$ cat src/rtl/csr_issue_buffer.sv
// rtl/csr_issue_buffer.sv - single-entry CSR instruction buffer between issue and commit
module csr_issue_buffer #(
  parameter int XLEN          = 64,
  parameter int TRANS_ID_BITS = 3
) (
  input  logic                     clk_i,
  input  logic                     rst_i,
  input  logic                     flush_i,
  input  logic                     valid_i,
  output logic                     ready_o,
  input  logic [3:0]               op_i,
  input  logic [11:0]              addr_i,
  input  logic [XLEN-1:0]          wdata_i,
  input  logic [TRANS_ID_BITS-1:0] trans_id_i,
  input  logic                     commit_i,
  output logic                     commit_ready_o,
  output logic [3:0]               csr_op_o,
  output logic [11:0]              csr_addr_o,
  output logic [XLEN-1:0]          csr_wdata_o,
  input  logic [XLEN-1:0]          csr_rdata_i,
  input  logic                     csr_ex_valid_i,
  output logic                     wb_valid_o,
  output logic [TRANS_ID_BITS-1:0] wb_trans_id_o,
  output logic [XLEN-1:0]          wb_result_o,
  output logic                     wb_ex_o,
  output logic [15:0]              issued_cnt_o
);

  localparam logic [1:0] IDLE = 2'd0;
  localparam logic [1:0] HELD = 2'd1;
  localparam logic [1:0] WB   = 2'd2;

  logic [1:0]               state_q;
  logic [1:0]               state_d;
  logic [3:0]               op_q;
  logic [11:0]              addr_q;
  logic [XLEN-1:0]          wdata_q;
  logic [TRANS_ID_BITS-1:0] id_q;
  logic [XLEN-1:0]          result_q;
  logic                     ex_q;
  logic [15:0]              cnt_q;
  logic                     accept;
  logic                     issue;

  assign accept = (state_q == IDLE) && valid_i && !flush_i && !rst_i;
  assign issue  = (state_q == HELD) && commit_i && !flush_i && !rst_i;

  always_comb begin
    state_d = state_q;
    case (state_q)
      IDLE:    if (accept) state_d = HELD;
      HELD:    if (issue) state_d = WB;
      WB:      state_d = IDLE;
      default: state_d = IDLE;
    endcase
    if (flush_i) state_d = IDLE;
  end

  always_ff @(posedge clk_i) begin
    if (rst_i) begin
      state_q  <= IDLE;
      op_q     <= '0;
      addr_q   <= '0;
      wdata_q  <= '0;
      id_q     <= '0;
      result_q <= '0;
      ex_q     <= 1'b0;
      cnt_q    <= '0;
    end else begin
      state_q <= state_d;
      if (accept) begin
        op_q    <= op_i;
        addr_q  <= addr_i;
        wdata_q <= wdata_i;
        id_q    <= trans_id_i;
      end
      // Faulting accesses never expose read data to writeback.
      if (issue) begin
        result_q <= csr_ex_valid_i ? '0 : csr_rdata_i;
        ex_q     <= csr_ex_valid_i;
        cnt_q    <= cnt_q + 16'd1;
      end
    end
  end

  assign ready_o        = (state_q == IDLE);
  assign commit_ready_o = (state_q == HELD);
  assign csr_op_o       = issue ? op_q : 4'd0;
  assign csr_addr_o     = issue ? addr_q : 12'd0;
  assign csr_wdata_o    = issue ? wdata_q : '0;
  assign wb_valid_o     = (state_q == WB) && !flush_i && !rst_i;
  assign wb_trans_id_o  = id_q;
  assign wb_result_o    = result_q;
  assign wb_ex_o        = ex_q;
  assign issued_cnt_o   = cnt_q;

endmodule

$ cat config.mk
export PLATFORM = sky130hd
export DESIGN_NAME = csr_issue_buffer
export DESIGN_NICKNAME = d
export VERILOG_FILES = /design/src/rtl/csr_issue_buffer.sv
export SDC_FILE = /design/constraint.sdc
export NUM_CORES = 1
export LEC_CHECK = 0
export CELL_PAD_IN_SITES_DETAIL_PLACEMENT = 1
export CELL_PAD_IN_SITES_GLOBAL_PLACEMENT = 1
export CORE_ASPECT_RATIO = 1.4
export CORE_UTILIZATION = 35
export DETAILED_ROUTE_END_ITERATION = 10
export DONT_BUFFER_PORTS = 1
export PLACE_DENSITY = 0.77
export SETUP_SLACK_MARGIN = 0.4
export SLEW_MARGIN = 10
export SYNTH_ARGS = -nofsm -noshare
export SYNTH_HDL_FRONTEND = slang
export SYNTH_SLANG_ARGS = --single-unit
$ cat constraint.sdc
create_clock -name clk_i -period 3.1 [get_ports clk_i]
set_input_delay 0.93 -clock clk_i [delete_from_list [all_inputs] [get_ports clk_i]]
set_output_delay 0.93 -clock clk_i [all_outputs]
set_load 0.02 [all_outputs]
==> flow_summary_export.csv <==
group,metric,value,unit
outcome,outcome,"complete, no violations",
die,core_area,18600,um2
timing,clock_skew,15.8,ps
place,gp_congestion,0.759,
timing,fmax,367,MHz
timing,hold_viol_final,0,
timing,finalSetupTns,0,ps
cts,clockRootBuffer,"clkbuf_16",
synthesis,synth_area_per_cell,7.96,um2
global_route,grtUsageTotal,19.4,%
die,die_w,119,um
timing,tightest_slew,977,ps
cts,cts-buffers-inserted,17,
global_route,grt_max_degree,172,
detailed_routing,drtAntennaViolNets,0,
synthesis,synth_top_area_share,49.9,%
detailed_routing,route.detailed.drc,0,
finish,area_growth_syn_to_layout,18.1,%
finish,insertedDiodeCount,0,
pwr,pwr_density_cell,562,nW/um2
worst_setup_path,cp.required,2170,ps
worst_setup_path,end_kind,"output pin",
timing,min_period,2730,ps
detailed_routing,dr.pass1.iters,4,
synthesis,yosys-top-cells-count,"nand2_1 (237), dfxtp_1 (166), a21oi_1 (155), and2_1 (80), nand3b_1 (64)",
detailed_routing,wl_per_cell,18.8,um
die,initial_utilization,35.8,%
synthesis,synth_most_common_cell,"nand2_1",
global_route,grt_first_pass_wirelength,29600,um
worst_setup_path,critPathLaunchType,"input pin",
synthesis,synth_cell_types,35,
synthesis,synth-async-reset-ratio,0,%
synthesis,yosys_warnings,0,
die,die_y,165,um
die,die_area,19600,um2
worst_setup_path,cp.arrival,1800,ps
synthesis,synth_flop_cell,"dfxtp_1",
cts,tritoncts,"built",
detailed_routing,drtIter0Drc,303,
detailed_routing,wirelength,20000,um
die,rows,59,
cts,clock_sinks,166,
synthesis,ys_seq_area_share,49.9,%
finish,drive_gt1_share,17.2,%
synthesis,synth_area_leaders,"dfxtp_1 (50%), nand2_1 (13%), a21oi_1 (12%)",
global_route,grt_overflow,0,
synthesis,synth_top_area_cell,"dfxtp_1",
timing,rsz0062_at_grt,"true",
detailed_routing,vias,5607,
timing,maxSlewHeadroom,34.9,%
timing,slew_viol_final,0,
synthesis,synth_edf_count,0,
cts,clk_pin_slew,70,ps
detailed_routing,viasPerCell,5.27,
finish,layout.nets,961,
worst_setup_path,critPathKind,"input pin to output pin",
pwr,power.leakage,2.65,nW
synthesis,syn-cell-area,6660,um2
timing,finalSetupViolCount,0,
worst_setup_path,cp_max_fo,9,
place,io_buffers,0,
global_route,antenna_found_initial,0,
timing,hold_slack,456,ps
cts,postCtsHoldBufs,0,
synthesis,ys_ff_latch,166,
job,timing.max_cap.violations,0,
timing,finalCritPeriodShare,88.0,%
synthesis,syn-num-nets,991,
cts,cts_max_level,4,
place,dp_hpwl,12800,um
global_route,grt_pass1_vias,5504,
die,io_pins,320,
pwr,ir_worst_vdd,277,uV
min_path,hp-class,"flop to flop",
cts,clk_latency,430,ps
cts,clk_path_buf_depth,2,
synthesis,synthCells,837,
registers in the layout, indices dropped and copies added (netlist names):
register	count
wb_result_o	64
wdata_q	64
issued_cnt_o	16
addr_q	12
op_q	4
wb_trans_id_o	3
state_q	2
wb_ex_o	1
metal layers:
layer	global-route usage, %	part of all wire [%]	wire length, um
met2	34.6	52	10400
met3	5.91	6.3	1260
met1	21.3	39	7840
met4	7.94	2.6	513
met5	0	0	0
per-stage QoR:
stage	setup slack (ps)	power, mW	utilization (%)	instances	cell area [um2]
final	372	4.43	42.3	1064	7870
after global routing	332	4.59	42.3	1064	7870
after CTS	279	4.49	41.7	1060	7750
after detailed placement	240	2.37	37.4	1020	6960
after global placement	304	2.37	37.4	1020	6960
after floorplan	286	2.37	-	837	6870
layout by cell type, fill, tap and decap left out, types with 2 or more instances in the layout:
| cell type | n |
|---|---|
| mux2_2 | 2 |
| or3_1 | 4 |
| bufbuf_16 | 2 |
| a21oi_1 | 155 |
| nor2_1 | 11 |
| clkinvlp_4 | 2 |
| nand3_1 | 4 |
| and2_4 | 80 |
| xnor2_1 | 3 |
| clkbuf_16 | 20 |
| clkinv_4 | 3 |
| nand2b_1 | 3 |
| nand2_1 | 237 |
| buf_4 | 10 |
| nand4_1 | 5 |
| inv_8 | 2 |
| dfxtp_1 | 166 |
| and4_1 | 2 |
| inv_1 | 2 |
| xor2_1 | 4 |
| nand3b_1 | 64 |
| and3_1 | 2 |
| inv_6 | 5 |
| nor2b_1 | 3 |
| o21ai_0 | 4 |
| buf_16 | 3 |
| buf_12 | 2 |
| nor3_1 | 2 |
power by group:
group          switching [mW]  internal [mW]  leakage (nW)  total, mW
clock                   0.938           1.16         0.279       2.09
combinational          0.0728         0.0557          1.03      0.128
sequential             0.0321           2.17          1.34       2.20
critical path, stage by stage:
cell and delay [ps]:
nor3_4 210, nand3_4 140, clkinv_8 150, clkbuf_16 170, and2_4 180
layout make-up:
class | instances | area (um2)
clock inverters | 13 | 138
repair buffers | 20 | 338
well taps | 244 | 305
clock buffers | 19 | 443
inverters | 3 | 23.8
fillers | 2175 | 10700
flip-flops and latches | 166 | 3320
multi-input cells | 599 | 3300
cell families after synthesis:
group | count (synthesis) | share of synthesized area (%)
and+or+nand+nor | 427 | 32.1
muxes | 2 | 0.338
buffers and inverters | 72 | 4.23
AOI/OAI and AO/OA | 162 | 12.3
adders and majority gates | 1 | 0.188
xor gates and xnor gates | 7 | 0.920
DFF | 166 | 49.9
worst paths after layout:
| kind | cells after the start | slack (ps) | endpoint | start |
|---|---|---|---|---|
| setup reg to reg | 5 | 970 | issued_cnt_o[12]$_SDFFE_PP0P_ | issued_cnt_o[1]$_SDFFE_PP0P_ |
| setup / recovery | 5 | 370 | csr_wdata_o[28] | flush_i |
| hold / removal | 2 | 460 | wdata_q[39]$_SDFFE_PP0P_ | wdata_q[39]$_SDFFE_PP0P_ |
| hold reg to reg | 2 | 460 | wdata_q[39]$_SDFFE_PP0P_ | wdata_q[39]$_SDFFE_PP0P_ |
timing repair:
action                                  in CTS  in global routing
gates resized for setup                     49                 17
setup buffers                                4                  1
endpoints found under the setup margin      80                 80
pin swaps                                    2                  2
gates cloned                                 4                  3
hold endpoints to repair                     0                  0
Note: power is estimated with default switching activity, not from simulation.
